File: config.mk
export PLATFORM = sky130hd
export DESIGN_NAME = symbol_bits_packer
export DESIGN_NICKNAME = d
export VERILOG_FILES = /design/src/rtl/symbol_bits_packer.sv
export SDC_FILE = /design/constraint.sdc
export NUM_CORES = 1
export LEC_CHECK = 0
export BUFFER_PORTS_ARGS = -buffer_cell sky130_fd_sc_hd__buf_4
export CELL_PAD_IN_SITES_DETAIL_PLACEMENT = 0
export CELL_PAD_IN_SITES_GLOBAL_PLACEMENT = 2
export CORE_MARGIN = 1
export CORE_UTILIZATION = 37
export DETAILED_ROUTE_END_ITERATION = 7
export HOLD_SLACK_MARGIN = 0.08
export PLACE_DENSITY = 0.85
export SETUP_SLACK_MARGIN = 0.02
export SYNTH_ARGS = -nofsm -noshare
export SYNTH_HDL_FRONTEND = slang
export SYNTH_SLANG_ARGS = --single-unit
File: constraint.sdc
create_clock -name clk -period 4.5 [get_ports clk]
set_clock_uncertainty 0.2 [all_clocks]
set_input_delay 0.225 -clock clk [delete_from_list [all_inputs] [get_ports clk]]
set_output_delay 0.225 -clock clk [all_outputs]
set_load 0.03 [all_outputs]
File: src/rtl/symbol_bits_packer.sv
// Packs N-bit hard-decision groups into OUT_WIDTH-bit words; flush closes a zero-padded partial word.
// Latency: a word is on out_valid one cycle after its last group (or the flush) is taken, if the output register is free.
// Backpressure: one output holding register; one full word parks in acc, then in_ready drops until it moves out.
//
// Ports:
//   clk, rst                  rising-edge clock, synchronous active-high reset
//   in_bits/in_valid/in_ready decision bits (bit i = symbol i) with valid/ready handshake
//   flush                     single-cycle request to close the current word
//   out_data/out_nbits/out_last/out_valid/out_ready
//                             packed word, count of meaningful bits, closed-by-flush marker, handshake
module symbol_bits_packer #(
    parameter int N         = 1,
    parameter int OUT_WIDTH = 8
) (
    input  logic                           clk,
    input  logic                           rst,
    input  logic [N-1:0]                   in_bits,
    input  logic                           in_valid,
    output logic                           in_ready,
    input  logic                           flush,
    output logic [OUT_WIDTH-1:0]           out_data,
    output logic [$clog2(OUT_WIDTH+1)-1:0] out_nbits,
    output logic                           out_last,
    output logic                           out_valid,
    input  logic                           out_ready
);

    localparam int GROUPS = OUT_WIDTH / N;
    localparam int CW     = $clog2(GROUPS + 1);
    localparam int NBW    = $clog2(OUT_WIDTH + 1);

    localparam logic [CW-1:0]  GROUPS_C = CW'(GROUPS);
    localparam logic [NBW-1:0] FULL_C   = NBW'(OUT_WIDTH);
    localparam logic [NBW-1:0] N_C      = NBW'(N);

    generate
        if (N < 1 || (OUT_WIDTH % N) != 0) begin : g_bad_params
            $error("symbol_bits_packer: OUT_WIDTH must be a positive multiple of N");
        end
    endgenerate

    logic [OUT_WIDTH-1:0] acc_q, acc_d;
    logic [CW-1:0]        cnt_q, cnt_d;
    logic                 flush_pend_q, flush_pend_d;
    logic [OUT_WIDTH-1:0] out_data_q, out_data_d;
    logic [NBW-1:0]       out_nbits_q, out_nbits_d;
    logic                 out_last_q, out_last_d;
    logic                 out_valid_q, out_valid_d;

    logic                 accept;
    logic                 out_free;
    logic                 flush_req;
    logic [OUT_WIDTH-1:0] acc_wr;
    logic [CW-1:0]        cnt_acc;
    logic                 emit;
    logic [OUT_WIDTH-1:0] emit_data;
    logic [NBW-1:0]       emit_nbits;
    logic                 emit_last;

    // cnt==GROUPS means a complete word is parked in acc waiting for the output register.
    assign in_ready  = !rst && (cnt_q != GROUPS_C) && !flush_pend_q;
    assign accept    = in_valid && in_ready;
    assign out_free  = !out_valid_q || out_ready;
    // A second flush while one is already pending is ignored.
    assign flush_req = flush && !flush_pend_q;

    always_comb begin
        // acc with this cycle's group (if any) merged in; cnt_acc is the count including it.
        acc_wr = acc_q;
        for (int g = 0; g < GROUPS; g++) begin
            if (accept && cnt_q == CW'(g)) begin
                acc_wr[g*N +: N] = in_bits;
            end
        end
        cnt_acc = accept ? cnt_q + CW'(1) : cnt_q;

        acc_d        = acc_q;
        cnt_d        = cnt_q;
        flush_pend_d = flush_pend_q;
        out_data_d   = out_data_q;
        out_nbits_d  = out_nbits_q;
        out_last_d   = out_last_q;
        out_valid_d  = out_valid_q;
        emit         = 1'b0;
        emit_data    = acc_wr;
        emit_nbits   = FULL_C;
        emit_last    = 1'b0;

        if (out_valid_q && out_ready) begin
            out_valid_d = 1'b0;
        end

        if (cnt_q == GROUPS_C) begin
            // Parked full word: move it as soon as the output register frees up.
            if (out_free) begin
                emit      = 1'b1;
                emit_data = acc_q;
                emit_last = flush_pend_q || flush_req;
            end else begin
                flush_pend_d = flush_pend_q || flush_req;
            end
        end else if (cnt_acc == GROUPS_C) begin
            // This cycle's group completes the word; bypass acc when possible so there is no bubble.
            if (out_free) begin
                emit      = 1'b1;
                emit_last = flush_req;
            end else begin
                acc_d        = acc_wr;
                cnt_d        = GROUPS_C;
                flush_pend_d = flush_req;
            end
        end else if ((flush_pend_q || flush_req) && cnt_acc != '0) begin
            // Partial word closed by flush; a group taken this same cycle belongs to it.
            if (out_free) begin
                emit       = 1'b1;
                emit_nbits = NBW'(cnt_acc) * N_C;
                emit_last  = 1'b1;
            end else begin
                acc_d        = acc_wr;
                cnt_d        = cnt_acc;
                flush_pend_d = 1'b1;
            end
        end else begin
            acc_d = acc_wr;
            cnt_d = cnt_acc;
        end

        // acc is cleared whenever a word leaves, so bits above the fill level are always zero.
        if (emit) begin
            out_data_d   = emit_data;
            out_nbits_d  = emit_nbits;
            out_last_d   = emit_last;
            out_valid_d  = 1'b1;
            acc_d        = '0;
            cnt_d        = '0;
            flush_pend_d = 1'b0;
        end
    end

    always_ff @(posedge clk) begin
        if (rst) begin
            acc_q        <= '0;
            cnt_q        <= '0;
            flush_pend_q <= 1'b0;
            out_data_q   <= '0;
            out_nbits_q  <= '0;
            out_last_q   <= 1'b0;
            out_valid_q  <= 1'b0;
        end else begin
            acc_q        <= acc_d;
            cnt_q        <= cnt_d;
            flush_pend_q <= flush_pend_d;
            out_data_q   <= out_data_d;
            out_nbits_q  <= out_nbits_d;
            out_last_q   <= out_last_d;
            out_valid_q  <= out_valid_d;
        end
    end

    assign out_data  = out_data_q;
    assign out_nbits = out_nbits_q;
    assign out_last  = out_last_q;
    assign out_valid = out_valid_q;

endmodule

-- Word level (Yosys, flattened, before mapping)
Index checks and enable logic that the tools add are counted.
- $add $sub $neg: 1
- multipliers: 0
- div/mod/pow operators: 0
- $lt $le $gt $ge: 0
- eq/ne operators: 13
- shift operators: 0
- muxes and demuxes: 37
- bitwise gates (word level): 1
- reduce and logical (&&, ||, !) cells: 26
- operator list (operator ; number):
    2-to-1 mux 4 bit ; 9
    2-to-1 mux 8 bit ; 4
    2-to-1 mux 1 bit ; 24
    == test 4 x 3 -> 1 bit (second input constant) ; 4
    logical AND 1 bit ; 14
    == test 4 x 2 -> 1 bit (second input constant) ; 2
    == test 4 bit (second input constant) ; 2
    inequality test 2 bit (second input constant) ; 3
    adder 4 x 1 -> 4 bit (second input constant) ; 1
    == test 4 x 1 -> 1 bit (second input constant) ; 1
    zero test 4 bit ; 1
    inequality test 4 bit (second input constant) ; 1
    AND reduction 4 bit ; 1
    nonzero test 4 bit ; 1
    zero test 1 bit ; 3
    AND reduction 3 bit ; 1
    nonzero test 3 bit ; 1
    logical OR 1 bit ; 2
    nonzero test 2 bit ; 1
    OR reduction 2 bit ; 1
    inverter 1 bit ; 1
- register bits: 27
- latch bits: 0
- RAM bits: 0
- ROM bits: 0
- output and inout bits: 15
- word-level logic and storage cells: 85
- memories kept: 0

-- Depth between registers and ports, before layout
Gate-level depths: netlist of run 1.
- depth after elaboration: 11
- mapped depth: 10
- depth with buffers taken out: 8

-- Worst setup path after synthesis of run 1
OpenSTA, ideal clock, no wires.
- path kind: reg-to-reg
- start: register cnt_q[0]
- end: register out_data_q[4], in the netlist out_data[4]
- setup time: 0.121 ns
- arrival time: 2.243 ns
- data required time: 4.179 ns
- setup slack: 1.936 ns
- stages on the path, launching flop included: 10
- cell sequence: dfxtp_1 > inv_1 > ha_1 > and2b_1 > nand4_2 > a211o_2 > a21oi_2 > nor2_2 > buf_6 > mux2_4
- cells in the longest elaborated chain, start to end: 10
- RTL lines (element ; RTL line ; source):
    start, declared ; 43 ; logic [CW-1:0] cnt_q, cnt_d;
    start signal, assigned ; 151 ; cnt_q <= cnt_d;
    parallel branches: the longest is 10 deep, another holds adder 4 x 1 -> 4 bit ; n/a ;
    end signal, assigned ; 153 ; out_data_q <= out_data_d;
    end, declared ; 45 ; logic [OUT_WIDTH-1:0] out_data_q, out_data_d;
Parallel ways; which one is timed is not known.
A chain may end at the register's enable or synchronous reset.

-- Final worst setup path of run 1
- start: register cnt_q[0]
- end: register out_data_q[0], in the netlist out_data[0]
The elaborated chain is that of the path after synthesis.

==> results of run 1 <==
[cell usage in the layout (no fill, tap or decap), types with 3 or more instances in the layout]
cell      instances
dfxtp_1          27
buf_4            20
nand2_1          13
nor2b_1           9
nor2_1            8
mux2i_1           8
a22o_1            8
nor3_1            7
a21oi_1           7
nand3_1           5
inv_1             4
o21ai_0           4
mux2_4            4
mux2_2            4
ha_1              4
and3_2            3
nand2b_1          3
clkbuf_8          3
[logic make-up (layout without fill, tap and decap cells)]
kind of cell | count (synthesis) | after routing | synth area share
multiplexers | 16 | 16 | 0.127
AND/OR/NAND/NOR | 59 | 59 | 0.231
XOR/XNOR | 3 | 3 | 0.0181
AO/OA/AOI/OAI | 32 | 32 | 0.164
adder cells (fa/ha/maj) | 4 | 4 | 0.0344
flip-flops | 27 | 27 | 0.371
buffers and inverters | 11 | 28 | 0.0533
[sequential cells by signal, summed over array words and instances, names as in the netlist]
| name | count |
|---|---|
| acc_q | 8 |
| out_data | 8 |
| cnt_q | 4 |
| out_nbits | 4 |
| flush_pend_q | 1 |
| out_last | 1 |
| out_valid | 1 |
[report_power, final]
group	switching (W)	total [W]	internal [W]	leakage [nW]
combinational	0.000211	0.000328	0.000117	0.445
clock	0.0000731	0.000137	0.0000635	0.0228
sequential	0.0000205	0.000282	0.000262	0.219
total	0.000304	0.000747	0.000443	0.687
[stage by stage]
stage | instances | cell area [µm²] | hold slack (ns)
global placement | 213 | 1600 | 0.257
finish | 217 | 1650 | 0.104
CTS | 217 | 1650 | 0.0994
detailed placement | 213 | 1600 | 0.262
floorplan | 152 | 1460 | 0.249
global route | 217 | 1650 | 0.128
[worst max-delay path by stage]
stage	startpoint	slack [ns]	end	depth (start not counted)
2_1_floorplan	cnt_q[0]$_SDFFE_PP0P_	1.94	out_data[4]$_SDFFE_PP0P_	9
3_3_place_gp	cnt_q[0]$_SDFFE_PP0P_	1.58	out_data[0]$_SDFFE_PP0P_	8
3_5_place_dp	cnt_q[0]$_SDFFE_PP0P_	1.42	out_data[3]$_SDFFE_PP0P_	8
4_1_cts	cnt_q[0]$_SDFFE_PP0P_	1.43	out_data[2]$_SDFFE_PP0P_	8
5_1_grt	cnt_q[0]$_SDFFE_PP0P_	1.25	out_data[1]$_SDFFE_PP0P_	8
6_report	cnt_q[0]$_SDFFE_PP0P_	1.44	out_data[0]$_SDFFE_PP0P_	8
[critical path, stage by stage (launching register included)]
cell and delay [ns]:
dfxtp_1 0.48, inv_1 0.10, ha_1 0.29, and3b_1 0.29, o21ai_2 0.23, a211o_2 0.20, a21oi_2 0.10, nor2_2 0.65
mux2_2 0.41
[final cells by class]
type / count / area share
inverters: 4 / 0.00911
well taps: 48 / 0.0364
multi-input cells: 114 / 0.508
repair buffers: 20 / 0.0911
flip-flops and latches: 27 / 0.328
clock buffers: 4 / 0.0273
[per-layer routing]
| layer | part of all wire | up-vias | wire length, µm |
|---|---|---|---|
| met1 | 0.51 | 546 | 1560 |
| met2 | 0.44 | 17 | 1370 |
| met5 | 0 | - | 0 |
| li1 | - | 577 | - |
| met3 | 0.025 | 7 | 76 |
| met4 | 0.024 | 0 | 74 |
==> reports/qor.yml, run 1 <==
grt:
  grt_pass1_wl_um: 5220
  use_met2: 0.257
  gr-total-overflow: 0
  grt_usage: 0.163
  antenna_found_initial: 0
  use_met1: 0.214
  gr-usage-met3: 0.0229
  top_usage_layer: "met2"
  grt_max_degree: 33
  grt_pass1_vias: 1113
cells_and_area:
  multi_input_comb_area_um2: 837
  layout-drive-gt1-share: 0.249
  regArea_um2: 541
  n_fill_cell: 387
  nets: 180
  finish.utilization: 0.443
  diodes: 0
  areaGrowthSynthToFinish_pct: 13.2
routing:
  drc_errors: 0
  drt-initial-drc-count: 51
  firstDrtPassIters: 4
  vias: 1147
  routedWlPerCell_um: 14.2
  routed_via_density: 5.29
  routed_wl_um: 3080
  ant_nets: 0
floorplanning:
  io-pin-count: 21
  core_um2: 3720
  num_rows: 22
  fp.dieH_um: 64.7
  die_x_um: 64.7
  start_util: 0.392
  die_area_um2: 4190
logic_synthesis:
  synth_edf_count: 0
  yosysMostFrequentCell: "dfxtp_1"
  syn-num-nets: 162
  avgSynthCellArea_um2: 9.57
  syn_inst: 152
  synthesis.area_um2: 1460
  synth-seq-area-share: 0.371
  ys_types: 43
  ys.flop_type: "dfxtp_1"
  synth-seq-cells: 27
  synthTopCellsByArea: "dfxtp_1, mux2i_1, a22o_1"
  synth_area_leader_cell: "dfxtp_1"
  yosys.area.top_type_share: 0.371
  ys_warn_count: 0
  synth_common_cells: "dfxtp_1, nand2_1, nor2b_1"
  async_flop_share: 0
clocking:
  cts.hold.buffers_added: 0
  cts_num_sinks: 27
  cts_setup_buffers: 0
  clock_latency_ns: 0.27
  clockBufferDepth: 2
  clk_pin_slew_ns: 0.09
  cts_tree: "done"
  cts_root_buf: "clkbuf_8"
  cts_made_buffers: 3
  cts_resized: 0
  htree_num_levels: 1
worst_setup_path:
  crit_type: "flip-flop to flip-flop"
  reg2reg_slack_ns: 1.44
  rr_startpoint: "cnt_q[0]$_SDFFE_PP0P_"
  worstRegToRegCells: 8
  cp.required_ns: 4.47
  cp-start-kind: "flip-flop"
  r2r-end: "out_data[0]$_SDFFE_PP0P_"
  crit_arrival_ns: 3.03
  critPathCaptureType: "flip-flop"
  worstPathMaxFanout: 14
sta:
  min_period_over_period: 0.680
  fmax_ghz: 0.327
  final.setup.tns_ns: 0
  final-setup-viol-count: 0
  hold_viol_final: 0
  setup_slack_ns: 1.44
  rsz0062_at_grt: "false"
  finalCriticalPeriod_ns: 3.06
  relSlewSlack: 0.275
  worst_pin_slew_ns: 1.08
  final-max-slew-violation-count: 0
place:
  place_ws_ns: 1.42
  io_buffers: 20
  dpl.hpwl_um: 2170
  routabilityCongestion: 0.789
job:
  maxCapViolations: 0
worst_hold_path:
  hp-class: "input port to flip-flop"
  worstHoldPathCells: 4
  min_from: "out_ready"
  whs_endpoint: "flush_pend_q$_SDFFE_PP0P_"
status:
  status: "completed"
power:
  power.density_nw_per_um2: 453
  p_total_w: 0.000747
  p_leak_nw: 0.687
  peakVddDrop_mv: 0.163
(Power assumes the default switching activity.)
==> run 2: changes to the inputs <==
CORE_UTILIZATION = 35   (was 37)
PLACE_DENSITY = 0.81   (was 0.85)
clock period = 3.1 ns   (was 4.5 ns; I/O delays follow)
==> reports/qor.yml, run 2 (synthesis results as in run 1) <==
grt:
  gr-total-overflow: 0  # unchanged
  gr-usage-met3: 0.0274  # +0.00451
  grt_pass1_wl_um: 5330  # +2.2%
  use_met2: 0.236  # -0.0205
  grt_pass1_vias: 1125  # +1.1%
  grt_max_degree: 33  # unchanged
  antenna_found_initial: 0  # unchanged
  top_usage_layer: "met2"
  use_met1: 0.227  # +0.0130
  grt_usage: 0.157  # -0.00522
power:
  p_leak_nw: 0.706  # +2.9%
  peakVddDrop_mv: 0.559  # +240%
  power.density_nw_per_um2: 659  # +45%
sta:
  final-setup-viol-count: 0  # unchanged
  finalCriticalPeriod_ns: 2.80  # -0.256 ns
  min_period_over_period: 0.905  # +0.225
  relSlewSlack: 0.637  # +0.362
  hold_ws_ns: 0.0787  # -0.0251 ns
  final.setup.tns_ns: 0  # unchanged
  rsz0062_at_grt: "false"
  hold_viol_final: 0  # unchanged
  fmax_ghz: 0.357  # +9.1%
  final-max-slew-violation-count: 0  # unchanged
  worst_pin_slew_ns: 0.543  # -0.536 ns
worst_setup_path:
  cp-start-kind: "flip-flop"
  critPathCaptureType: "flip-flop"
  cp.required_ns: 3.07  # -1.40 ns
  crit_type: "flip-flop to flip-flop"
  crit_arrival_ns: 2.77  # -0.26 ns
  worstPathMaxFanout: 9  # -5
routing:
  routed_via_density: 5.20  # -1.6%
  drc_errors: 0  # unchanged
  routedWlPerCell_um: 13.5  # -4.6%
  routed_wl_um: 3020  # -2.0%
  firstDrtPassIters: 4  # unchanged
  drt-initial-drc-count: 42  # -18%
  ant_nets: 0  # unchanged
  vias: 1160  # +1.1%
clocking:
  clockBufferDepth: 2  # unchanged
  cts_num_sinks: 27  # unchanged
  cts_made_buffers: 3  # unchanged
  cts_setup_buffers: 0  # unchanged
  cts_tree: "done"
  htree_num_levels: 1  # unchanged
  clock_latency_ns: 0.27  # about the same
  cts_root_buf: "clkbuf_8"
  clk_pin_slew_ns: 0.09  # about the same
place:
  dpl.hpwl_um: 2150  # -1.2%
  io_buffers: 20  # unchanged
  routabilityCongestion: 0.803  # +1.7%
job:
  maxCapViolations: 0  # unchanged
cells_and_area:
  layout-drive-gt1-share: 0.260  # +0.0116
  diodes: 0  # unchanged
  mostFrequentLayoutCells: "dfxtp_1, buf_4, nand2_1, nor2b_1"
  areaGrowthSynthToFinish_pct: 15.6
  mostFrequentLayoutCell: "dfxtp_1"
  nets: 184  # +2.2%
floorplanning:
  num_rows: 23  # +4.5%
  io-pin-count: 21  # unchanged
  die_area_um2: 4420  # +5.5%
  die_x_um: 66.5  # +2.7%
  core_um2: 4000  # +7.6%
  fp.dieH_um: 66.5  # +2.7%
  start_util: 0.364  # -0.0278
worst_hold_path:
  hp-class: "input port to flip-flop"
status:
  status: "completed"
## run 2: changes by cell type in the layout (fill, tap and decap cells not counted), sizes merged
cell | previous run | this run
buf | 20 | 23
dlygate4sd3 | 0 | 1
## run 2: worst paths after layout
kind | slack, ns | from | cells past startpoint | to
max reg2reg | 0.30 | cnt_q[0]$_SDFFE_PP0P_ | 9 | out_data[4]$_SDFFE_PP0P_
min reg2reg | 0.27 | out_nbits[3]$_SDFFE_PP0P_ | 1 | out_nbits[3]$_SDFFE_PP0P_
min | 0.08 | rst | 2 | flush_pend_q$_SDFFE_PP0P_
max | 0.30 | cnt_q[0]$_SDFFE_PP0P_ | 9 | out_data[4]$_SDFFE_PP0P_
## run 2: per-layer routing
layer | wire [µm] | vias up | part of all wire
li1 | - | 591 | -
met1 | 1480 | 538 | 0.49
met2 | 1360 | 27 | 0.45
met3 | 149 | 4 | 0.049
met4 | 34 | 0 | 0.011
met5 | 0 | - | 0
## run 2: cell type report
cell class | instances | area [µm²]
clock buffer | 4 | 45.0
inverter | 4 | 15.0
tap | 50 | 62.6
timing repair buffer | 24 | 183
fill | 409 | 2320
sequential | 27 | 541
multi-input combinational | 114 | 837
## run 2: worst max-delay path: stages, from the launching register on
cell	delay, ns
dfxtp_1	0.41
inv_1	0.12
ha_1	0.27
and3b_1	0.37
o21ai_2	0.13
a211o_2	0.38
a21oi_2	0.29
nor2_2	0.06
buf_4	0.18
mux2_4	0.29
## run 2: power breakdown
| part | internal [W] | switching [W] |
|---|---|---|
| Sequential | 0.000380 | 0.0000304 |
| Clock | 0.0000921 | 0.000110 |
| Combinational | 0.000195 | 0.000301 |
| Total | 0.000668 | 0.000441 |
## run 2: what timing repair did
item | in CTS | in global routing
hold buffers | 1 | 0
resized for setup | 0 | 0
hold endpoints to repair | 1 | 0
## run 2: per-stage QoR
| stage | instance area [µm²] | worst slack (ns) | total power [W] | cells | utilization |
|---|---|---|---|---|---|
| after floorplan | 1460 | 0.536 | 0.000797 | 152 | - |
| after global placement | 1630 | 0.369 | 0.000920 | 218 | 0.407 |
| after detailed placement | 1630 | 0.331 | 0.000916 | 218 | 0.407 |
| after CTS | 1680 | 0.301 | 0.00112 | 223 | 0.421 |
| after global routing | 1680 | 0.0922 | 0.00118 | 223 | 0.421 |
| final | 1680 | 0.295 | 0.00111 | 223 | 0.421 |
